### src/rtl/bp_fe_icache_req_arbiter_if.sv
// ---------------------------------------------------------------------------
// bp_fe_icache_req_arbiter_if
//
// Purpose: groups the demand requester, the prefetch requester, the shared
// cache-engine port and the credit status of the I-cache request arbiter
// into one bundle.
//
// Signal summary (direction as seen by the arbiter, modport slave):
//   demand_req_i / demand_v_i / demand_ready_and_o : demand-miss requester
//   pf_req_i / pf_v_i / pf_ready_and_o             : next-line prefetcher
//   cache_req_o / cache_req_v_o / cache_req_ready_and_i : engine port
//   cache_req_pf_o        : held request originated from the prefetcher
//   cache_req_complete_i  : returns one credit per asserted cycle
//   flush_i               : discards prefetch traffic
//   credits_full_o / credits_empty_o : credit counter status
//
// Modport master is the environment side (requesters plus cache engine).
// ---------------------------------------------------------------------------
interface bp_fe_icache_req_arbiter_if #(
    parameter int req_width_p = 64
);
    logic [req_width_p-1:0] demand_req_i;
    logic                   demand_v_i;
    logic                   demand_ready_and_o;

    logic [req_width_p-1:0] pf_req_i;
    logic                   pf_v_i;
    logic                   pf_ready_and_o;

    logic [req_width_p-1:0] cache_req_o;
    logic                   cache_req_v_o;
    logic                   cache_req_ready_and_i;
    logic                   cache_req_pf_o;
    logic                   cache_req_complete_i;

    logic                   flush_i;
    logic                   credits_full_o;
    logic                   credits_empty_o;

    modport slave (
        input  demand_req_i, demand_v_i,
        output demand_ready_and_o,
        input  pf_req_i, pf_v_i,
        output pf_ready_and_o,
        output cache_req_o, cache_req_v_o, cache_req_pf_o,
        input  cache_req_ready_and_i, cache_req_complete_i,
        input  flush_i,
        output credits_full_o, credits_empty_o
    );

    modport master (
        output demand_req_i, demand_v_i,
        input  demand_ready_and_o,
        output pf_req_i, pf_v_i,
        input  pf_ready_and_o,
        input  cache_req_o, cache_req_v_o, cache_req_pf_o,
        output cache_req_ready_and_i, cache_req_complete_i,
        output flush_i,
        input  credits_full_o, credits_empty_o
    );
endinterface

### src/rtl/bp_fe_icache_req_arbiter.sv
// ---------------------------------------------------------------------------
// bp_fe_icache_req_arbiter
//
// Purpose: arbitrates between the front-end demand-miss requester and the
// next-line prefetcher for a single credit-limited cache-engine request
// port. One request is held at a time (IDLE / SEND FSM); demand wins by
// default, prefetch traffic can be flushed, and a credit counter limits the
// number of requests outstanding at the engine.
//
// Ports:
//   clk_i    : single clock
//   reset_i  : synchronous, active-high reset
//   bus      : bp_fe_icache_req_arbiter_if.slave (requesters, engine port,
//              flush, credit status)
//
// Parameters:
//   req_width_p    : opaque request payload width
//   credits_p      : maximum requests outstanding at the engine
//   starve_limit_p : consecutive prefetch losses before a forced grant
//
// Build option: define BP_FE_ARB_STARVE_EN to add the prefetch starvation
// counter and force grant. Without it, demand has strict priority.
// ---------------------------------------------------------------------------
module bp_fe_icache_req_arbiter #(
    parameter int req_width_p    = 64,
    parameter int credits_p      = 4,
    parameter int starve_limit_p = 8
) (
    input  logic                       clk_i,
    input  logic                       reset_i,
    bp_fe_icache_req_arbiter_if.slave  bus
);

    localparam int CNT_W = $clog2(credits_p + 1);

    typedef enum logic {
        ST_IDLE = 1'b0,
        ST_SEND = 1'b1
    } state_t;

    state_t                 r_state;
    state_t                 w_state_next;
    logic [CNT_W-1:0]       r_count;
    logic [req_width_p-1:0] r_req;
    logic                   r_pf;

    logic w_valid;
    logic w_hs;
    logic w_window;
    logic w_dem_ready;
    logic w_pf_ready;
    logic w_dem_acc;
    logic w_pf_acc;
    logic w_accept;
    logic w_force;

    // -----------------------------------------------------------------------
    // Optional starvation protection
    // -----------------------------------------------------------------------
`ifdef BP_FE_ARB_STARVE_EN
    localparam int STARVE_W = $clog2(starve_limit_p + 1);

    logic [STARVE_W-1:0] r_starve;
    logic                w_starve_hit;

    assign w_starve_hit = (r_starve == STARVE_W'(starve_limit_p));
    // Only block demand when a prefetch is actually there to take the slot;
    // a flush would refuse the prefetch anyway.
    assign w_force = w_starve_hit & bus.pf_v_i & ~bus.flush_i;

    always_ff @(posedge clk_i) begin
        if (reset_i) begin
            r_starve <= '0;
        end else if (w_pf_acc || bus.flush_i) begin
            r_starve <= '0;
        end else if (bus.pf_v_i && w_dem_acc && !w_starve_hit) begin
            r_starve <= r_starve + STARVE_W'(1);
        end
    end
`else
    assign w_force = 1'b0;
`endif

    // -----------------------------------------------------------------------
    // FSM process 1: state register
    // -----------------------------------------------------------------------
    always_ff @(posedge clk_i) begin
        if (reset_i) begin
            r_state <= ST_IDLE;
        end else begin
            r_state <= w_state_next;
        end
    end

    // -----------------------------------------------------------------------
    // FSM process 2: next-state logic
    // -----------------------------------------------------------------------
    always_comb begin
        w_state_next = r_state;
        case (r_state)
            ST_IDLE: begin
                if (w_accept) begin
                    w_state_next = ST_SEND;
                end
            end
            ST_SEND: begin
                if (w_hs) begin
                    w_state_next = w_accept ? ST_SEND : ST_IDLE;
                end else if (bus.flush_i && r_pf) begin
                    // Held prefetch is dropped; it never reached the engine,
                    // so no credit is touched.
                    w_state_next = ST_IDLE;
                end
            end
            default: w_state_next = ST_IDLE;
        endcase
    end

    // -----------------------------------------------------------------------
    // FSM process 3: outputs, accept window and requester readies
    // -----------------------------------------------------------------------
    always_comb begin
        w_valid     = 1'b0;
        w_window    = 1'b0;
        w_dem_ready = 1'b0;
        w_pf_ready  = 1'b0;
        if (!reset_i) begin
            w_valid = (r_state == ST_SEND);
            // A new request may be captured when the holding slot is free or
            // is being emptied this cycle, and the request already held still
            // leaves room under the credit limit.
            w_window = (!w_valid || bus.cache_req_ready_and_i) &&
                       ((int'(r_count) + int'(w_valid)) < credits_p);
            w_dem_ready = w_window & ~w_force;
            w_pf_ready  = w_window & ~bus.flush_i & (~bus.demand_v_i | w_force);
        end
    end

    assign w_hs      = w_valid & bus.cache_req_ready_and_i;
    assign w_dem_acc = bus.demand_v_i & w_dem_ready;
    assign w_pf_acc  = bus.pf_v_i & w_pf_ready;
    // The ready terms make these two mutually exclusive.
    assign w_accept  = w_dem_acc | w_pf_acc;

    // -----------------------------------------------------------------------
    // Held request register
    // -----------------------------------------------------------------------
    always_ff @(posedge clk_i) begin
        if (reset_i) begin
            r_req <= '0;
            r_pf  <= 1'b0;
        end else if (w_accept) begin
            r_req <= w_dem_acc ? bus.demand_req_i : bus.pf_req_i;
            r_pf  <= w_pf_acc;
        end
    end

    // -----------------------------------------------------------------------
    // Credit counter: +1 per handshake, -1 per complete, never below zero.
    // -----------------------------------------------------------------------
    always_ff @(posedge clk_i) begin
        if (reset_i) begin
            r_count <= '0;
        end else if (w_hs && !bus.cache_req_complete_i) begin
            r_count <= r_count + CNT_W'(1);
        end else if (!w_hs && bus.cache_req_complete_i && (r_count != '0)) begin
            r_count <= r_count - CNT_W'(1);
        end
    end

    // -----------------------------------------------------------------------
    // Output drive (all forced to their idle values while reset_i is high)
    // -----------------------------------------------------------------------
    assign bus.cache_req_v_o      = w_valid;
    assign bus.cache_req_o        = reset_i ? '0 : r_req;
    assign bus.cache_req_pf_o     = w_valid & r_pf;
    assign bus.demand_ready_and_o = w_dem_ready;
    assign bus.pf_ready_and_o     = w_pf_ready;
    assign bus.credits_full_o     = ~reset_i & (r_count == CNT_W'(credits_p));
    assign bus.credits_empty_o    = reset_i | (r_count == '0);

endmodule

### src/flat_wrapper.sv
// flat-port wrapper written by rule: the top's interface ports become plain ports
module bp_fe_icache_req_arbiter_flat 
#(
    parameter int req_width_p    = 64,
    parameter int credits_p      = 4,
    parameter int starve_limit_p = 8
)
  (clk_i, reset_i, bus_demand_req_i, bus_demand_v_i, bus_demand_ready_and_o, bus_pf_req_i, bus_pf_v_i, bus_pf_ready_and_o, bus_cache_req_o, bus_cache_req_v_o, bus_cache_req_pf_o, bus_cache_req_ready_and_i, bus_cache_req_complete_i, bus_flush_i, bus_credits_full_o, bus_credits_empty_o);
  bp_fe_icache_req_arbiter_if #(.req_width_p(req_width_p)) bus_i ();
  input  logic clk_i;
  input  logic reset_i;
  input wire logic [$bits(bus_i.demand_req_i)-1:0] bus_demand_req_i;
  input wire logic [$bits(bus_i.demand_v_i)-1:0] bus_demand_v_i;
  output wire logic [$bits(bus_i.demand_ready_and_o)-1:0] bus_demand_ready_and_o;
  input wire logic [$bits(bus_i.pf_req_i)-1:0] bus_pf_req_i;
  input wire logic [$bits(bus_i.pf_v_i)-1:0] bus_pf_v_i;
  output wire logic [$bits(bus_i.pf_ready_and_o)-1:0] bus_pf_ready_and_o;
  output wire logic [$bits(bus_i.cache_req_o)-1:0] bus_cache_req_o;
  output wire logic [$bits(bus_i.cache_req_v_o)-1:0] bus_cache_req_v_o;
  output wire logic [$bits(bus_i.cache_req_pf_o)-1:0] bus_cache_req_pf_o;
  input wire logic [$bits(bus_i.cache_req_ready_and_i)-1:0] bus_cache_req_ready_and_i;
  input wire logic [$bits(bus_i.cache_req_complete_i)-1:0] bus_cache_req_complete_i;
  input wire logic [$bits(bus_i.flush_i)-1:0] bus_flush_i;
  output wire logic [$bits(bus_i.credits_full_o)-1:0] bus_credits_full_o;
  output wire logic [$bits(bus_i.credits_empty_o)-1:0] bus_credits_empty_o;
  assign bus_i.demand_req_i = bus_demand_req_i;
  assign bus_i.demand_v_i = bus_demand_v_i;
  assign bus_demand_ready_and_o = bus_i.demand_ready_and_o;
  assign bus_i.pf_req_i = bus_pf_req_i;
  assign bus_i.pf_v_i = bus_pf_v_i;
  assign bus_pf_ready_and_o = bus_i.pf_ready_and_o;
  assign bus_cache_req_o = bus_i.cache_req_o;
  assign bus_cache_req_v_o = bus_i.cache_req_v_o;
  assign bus_cache_req_pf_o = bus_i.cache_req_pf_o;
  assign bus_i.cache_req_ready_and_i = bus_cache_req_ready_and_i;
  assign bus_i.cache_req_complete_i = bus_cache_req_complete_i;
  assign bus_i.flush_i = bus_flush_i;
  assign bus_credits_full_o = bus_i.credits_full_o;
  assign bus_credits_empty_o = bus_i.credits_empty_o;
  bp_fe_icache_req_arbiter #(.req_width_p(req_width_p), .credits_p(credits_p), .starve_limit_p(starve_limit_p)) u_core (.clk_i(clk_i), .reset_i(reset_i), .bus(bus_i));
endmodule
### config.mk
export PLATFORM = sky130hd
export DESIGN_NAME = bp_fe_icache_req_arbiter_flat
export DESIGN_NICKNAME = d
export VERILOG_FILES = /design/src/rtl/bp_fe_icache_req_arbiter_if.sv /design/src/rtl/bp_fe_icache_req_arbiter.sv /design/src/flat_wrapper.sv
export SDC_FILE = /design/constraint.sdc
export NUM_CORES = 1
export LEC_CHECK = 0
export ABC_CLOCK_PERIOD_IN_PS = 2200
export CORE_MARGIN = 4
export CORE_UTILIZATION = 40
export CTS_BUF_LIST = sky130_fd_sc_hd__clkbuf_8
export DETAILED_ROUTE_END_ITERATION = 8
export PLACE_DENSITY = 0.83
export SYNTH_ARGS = -nofsm -noshare
export SYNTH_HDL_FRONTEND = slang
export SYNTH_SLANG_ARGS = --single-unit
export TNS_END_PERCENT = 100
### constraint.sdc
create_clock -name clk_i -period 2.2 [get_ports clk_i]
set_input_delay 0.55 -clock clk_i [delete_from_list [all_inputs] [get_ports clk_i]]
set_output_delay 0.55 -clock clk_i [all_outputs]
set_load 0.02 [all_outputs]
======== After elaboration in Yosys (flattened, before gate mapping) ========
Index checks and enable logic that the tools add are counted.
word-level totals
  word-level logic and storage cells ...... 45
  flip-flop bits (word level) ............. 69
cells by class
  $lt $le $gt $ge ......................... 1
  muxes and demuxes ....................... 11
  equality and inequality tests ........... 1
  reductions and logical operators ........ 12
  add/sub/neg operators ................... 3
  bitwise gates (word level) .............. 13
operators with widths
  cell                                                         number
  2-to-1 mux 64 bit                                            2
  less-than comparator 32 x 4 -> 1 bit, second input constant  1
  AND 1 bit                                                    7
  2-to-1 mux 1 bit                                             6
  2-to-1 mux 3 bit                                             2
  logical AND 1 bit                                            5
  adder 3 x 1 -> 4 bit                                         1
  NOT 1 bit                                                    4
  adder 3 x 1 -> 3 bit, second input constant                  1
  equality test 3 bit, second input constant                   1
  logical NOT 1 bit                                            3
  logical NOT 3 bit                                            1
  nonzero test 3 bit                                           1
  subtractor 3 x 1 -> 3 bit, second input constant             1
  bitwise OR 1 bit                                             2
  case mux 1 bit (2 select lines)                              1
  nonzero test 2 bit                                           1
  logical OR 1 bit                                             1

======== Logic depth before layout (Yosys ltp) ========
  depth after elaboration ................. 11
  depth in mapped cells ................... 8
  gate-level depth less buffers ........... 7

======== Least setup slack after synthesis ========
No wires, ideal clock.
  kind .................................... input port to output port
  from .................................... in bus_cache_req_ready_and_i
  to ...................................... out bus_pf_ready_and_o
  stages .................................. 3
  slack ................................... -94 ps
  arrival ................................. 1744 ps
  cells stage by stage .................... a21bo_2 a211oi_4 nor3b_1
between the ends
  word-level cells in the longest chain between the ends .. 5
ends and longest elaborated chain
  element                  line                             source
  start: declaration       flat_wrapper.sv:21               input wire logic [$bits(bus_i.cache_req_ready_and_i)-1:0] bus_cache_req_ready_and_i;
  logical OR 1 bit         bp_fe_icache_req_arbiter.sv:132  w_window = (!w_valid || bus.cache_req_ready_and_i) &&
  logical AND 1 bit        bp_fe_icache_req_arbiter.sv:132
  AND 1 bit (2 in series)  bp_fe_icache_req_arbiter.sv:135  w_pf_ready = w_window & ~bus.flush_i & (~bus.demand_v_i | w_force);
  2-to-1 mux 1 bit         bp_fe_icache_req_arbiter.sv:127  if (!reset_i) begin
  end: declaration         flat_wrapper.sv:17               output wire logic [$bits(bus_i.pf_ready_and_o)-1:0] bus_pf_ready_and_o;
Every way passes these cells.

======== Final worst setup path ========
  from .................................... in reset_i
  to ...................................... out bus_cache_req_o[32]
between the ends
  word-level cells in the longest chain between the ends .. 1
ends and longest elaborated chain
  element             line                             source
  start: declaration  flat_wrapper.sv:11               input logic reset_i;
  2-to-1 mux 64 bit   bp_fe_icache_req_arbiter.sv:175  assign bus.cache_req_o = reset_i ? '0 : r_req;
  end: declaration    flat_wrapper.sv:18               output wire logic [$bits(bus_i.cache_req_o)-1:0] bus_cache_req_o;
Every way passes these cells.

==> reports/qor.csv <==
stage,metric,value,unit
yosys,Syn Nets,598,
cells_and_area,most frequent cells in the layout,"196 x nor2_1, 139 x clkdlybuf4s50_1, 69 x dfxtp_1",
die,core area,8890,um2
die,Die Wd,105,um
power_and_ir_drop,Tot Pwr,0.00391,W
grt,Total GRT Usage,0.220,
hold_path,Hold Crit Start,u_core.r_req[35]$_SDFFE_PP0P_,
yosys,Syn Inst Count,462,
clock_network,Worst-Skew Late Latency,0.33,ns
yosys,Synth Flop Type,dfxtp_1,
sta,relative slew slack,0.665,
drt,wire length per cell,15.9,um
placed_design,Routability Congestion,0.817,
yosys,post-synthesis async set-or-reset flop share,0,
yosys,synth top area cells,"dfxtp_1 37%, a2111oi_2 23%, nor2_1 20%",
yosys,Ys Warns,0,
clock_network,Sink Count,69,
cells_and_area,post-layout net count,819,
yosys,Netlist cell types,34,
setup_path,Critical Path RT,1.65,ns
clock_network,deepest clock path buffer count,2,
drt,final WL,12600,um
sta,unrepaired setup endpoints after global routing,yes,
sta,"Hold Vio Cnt, Final",0,
drt,Via Count,4053,
cells_and_area,Layout area overhead,72.7,%
yosys,"EDFF count, synth",0,
clock_network,CTS tree,yes,
clock_network,Num CTS Buffers,9,
hold_path,Hold Path End,u_core.r_req[35]$_SDFFE_PP0P_,
grt,global-route wire length before repair,19700,um
yosys,#FFs+latches synth,69,
grt,grt ovf,0,
setup_path,CP endpoint kind,primary output,
grt,largest net degree at the start of global routing,38,
setup_path,RR Endpoint,u_core.r_req[49]$_SDFFE_PP0P_,
die,Initial Util,0.420,
yosys,area share of the largest cell type after synthesis,0.370,
sta,f_max,0.461,GHz
placed_design,port buffer count,204,
cells_and_area,ANT cells,0,
clock_network,clock-pin slew on the worst setup and hold paths,0.07,ns
sta,minimum clock period,2.17,ns
sta,skew final,0.00996,ns
clock_network,H-tree depth,3,
setup_path,Worst R2R Path Depth,9,
setup_path,crit path max fanout,17,
yosys,sequential share of the synthesized area,0.370,
grt,initial antenna violation count,0,
hold_path,worst hold stages,2,
sta,final setup vio count,0,
drt,Final ANT Viol Nets,0,
drt,First-pass DRT Iterations,6,
sta,Worst-Margin Slew,0.498,ns
yosys,syn_area_per_cell,8.08,um2
flow_run,Max-Cap Viols,0,
setup_path,Worst Setup Path Type,in -> out,
cells_and_area,"commonest non-fill, non-tap cell in the layout",nor2_1,
clock_network,Root Driver,clkbuf_8,
cells_and_area,layout cell share with drive strength beyond 1,0.182,
grt,vias in the first global route,4256,
drt,Vias per Instance,5.10,
sta,Pins Over Slew Limit,0,
yosys,Synth area leader,dfxtp_1,
die,# rows,34,
power_and_ir_drop,Peak VDD IR,0.361,mV
run_status,status,completed,
sta,final period utilization,0.987,
drt,Post-route DRC,0,
die,I/O pin count,205,
die,Die ar.,10900,um2
setup_path,crit path launch type,primary input,
placed_design,Placed Cells,772,
placed_design,hpwl dp,9170,um
hold_path,path type of the worst min-delay path,reg -> reg,
cells_and_area,fin cells,794,
setup_path,Worst R2R Start,u_core.r_count[0]$_SDFFE_PP0P_,
drt,number of DRC violations after detailed-routing iteration 0,136,
setup_path,R2R Setup Slk,0.13,ns
power_and_ir_drop,pwr/cell area,607,nW/um2
power_and_ir_drop,leak pwr,2.80,nW
setup_path,Critical Path AT,1.62,ns
yosys,Syn Std Cell Area,3730,um2
die,chip height,105,um
[routing by layer]
layer  routed length (um)  part of all wire  vias up  track usage
met5                    0                 0        -            0
li1                     -                 -     1967            -
met1                 4730              0.38     1883        0.232
met2                 6520              0.52      177        0.412
met3                 1020             0.081       26       0.0647
met4                  326             0.026        0       0.0825
[flip-flops by register name, indices dropped and copies added, names as in the netlist]
register / cells
u_core.r_req: 64
u_core.r_count: 3
u_core.r_pf: 1
u_core.r_state: 1
[synthesized netlist by cell type (all sizes together) (2+ instances only)]
cell and count:
dfxtp 69, inv 67, clkbuf 20, nor3b 2
a21oi 5, nor2 196, nor2b 2, nand2b 2
buf 15, a2111oi 64
[timing repair]
item                                    in CTS  in global routing
resized for setup                           78                 15
setup buffers                                4                  0
pin swaps                                    1                  0
cloned                                       4                  0
hold buffers                                 0                  0
endpoints found under the setup margin      68                 24
[final cells by class]
cell class / count / area [um2]
Multi-Input combinational cell: 291 / 2010
Sequential cell: 69 / 1380
Tap cell: 108 / 135
Clock buffer: 11 / 151
Inverter: 67 / 251
Timing Repair Buffer: 245 / 2500
Fill cell: 703 / 2450
Clock inverter: 3 / 13.8
[stage by stage]
| step | setup slack, ns | setup TNS [ns] | cell area (um2) | util | hold slack, ns |
|---|---|---|---|---|---|
| 6_report | 0.0297 | 0 | 6440 | 0.725 | 0.474 |
| 5_1_grt | -0.0623 | -0.235 | 6440 | 0.725 | 0.483 |
| 4_1_cts | 0.0123 | 0 | 6390 | 0.719 | 0.474 |
| 3_5_place_dp | -0.684 | -23.26 | 6060 | 0.682 | 0.463 |
| 3_3_place_gp | -0.662 | -18.04 | 6060 | 0.682 | 0.461 |
| 2_1_floorplan | 0.0830 | 0 | 3740 | - | 0.450 |
[worst max-delay path: stages]
cell	delay, ns
buf_6	0.15
buf_4	0.17
nor2_1	0.12
clkdlybuf4s50_1	0.62
[kinds of logic after synthesis]
group	Yosys count	synth area share
compound gates	79	0.282
xor+xnor	1	0.00235
fa+ha+maj	1	0.00537
buf+inv	102	0.118
flops	69	0.370
simple gates	210	0.222
[report_power, final]
part	internal [W]	switching [W]	leakage (nW)
logic	0.000789	0.000756	2.14
clock network	0.000451	0.000455	0.0922
registers	0.00140	0.0000599	0.568
[worst max path at each step]
stage	from	to	cells past startpoint
2_1_floorplan	bus_cache_req_ready_and_i	bus_pf_ready_and_o	3
3_3_place_gp	bus_cache_req_ready_and_i	bus_pf_ready_and_o	5
3_5_place_dp	bus_cache_req_ready_and_i	bus_pf_ready_and_o	5
4_1_cts	reset_i	bus_cache_req_o[56]	4
5_1_grt	bus_cache_req_ready_and_i	u_core.r_req[49]$_SDFFE_PP0P_	10
6_report	reset_i	bus_cache_req_o[32]	4
Note: power is estimated with default switching activity, not from simulation.
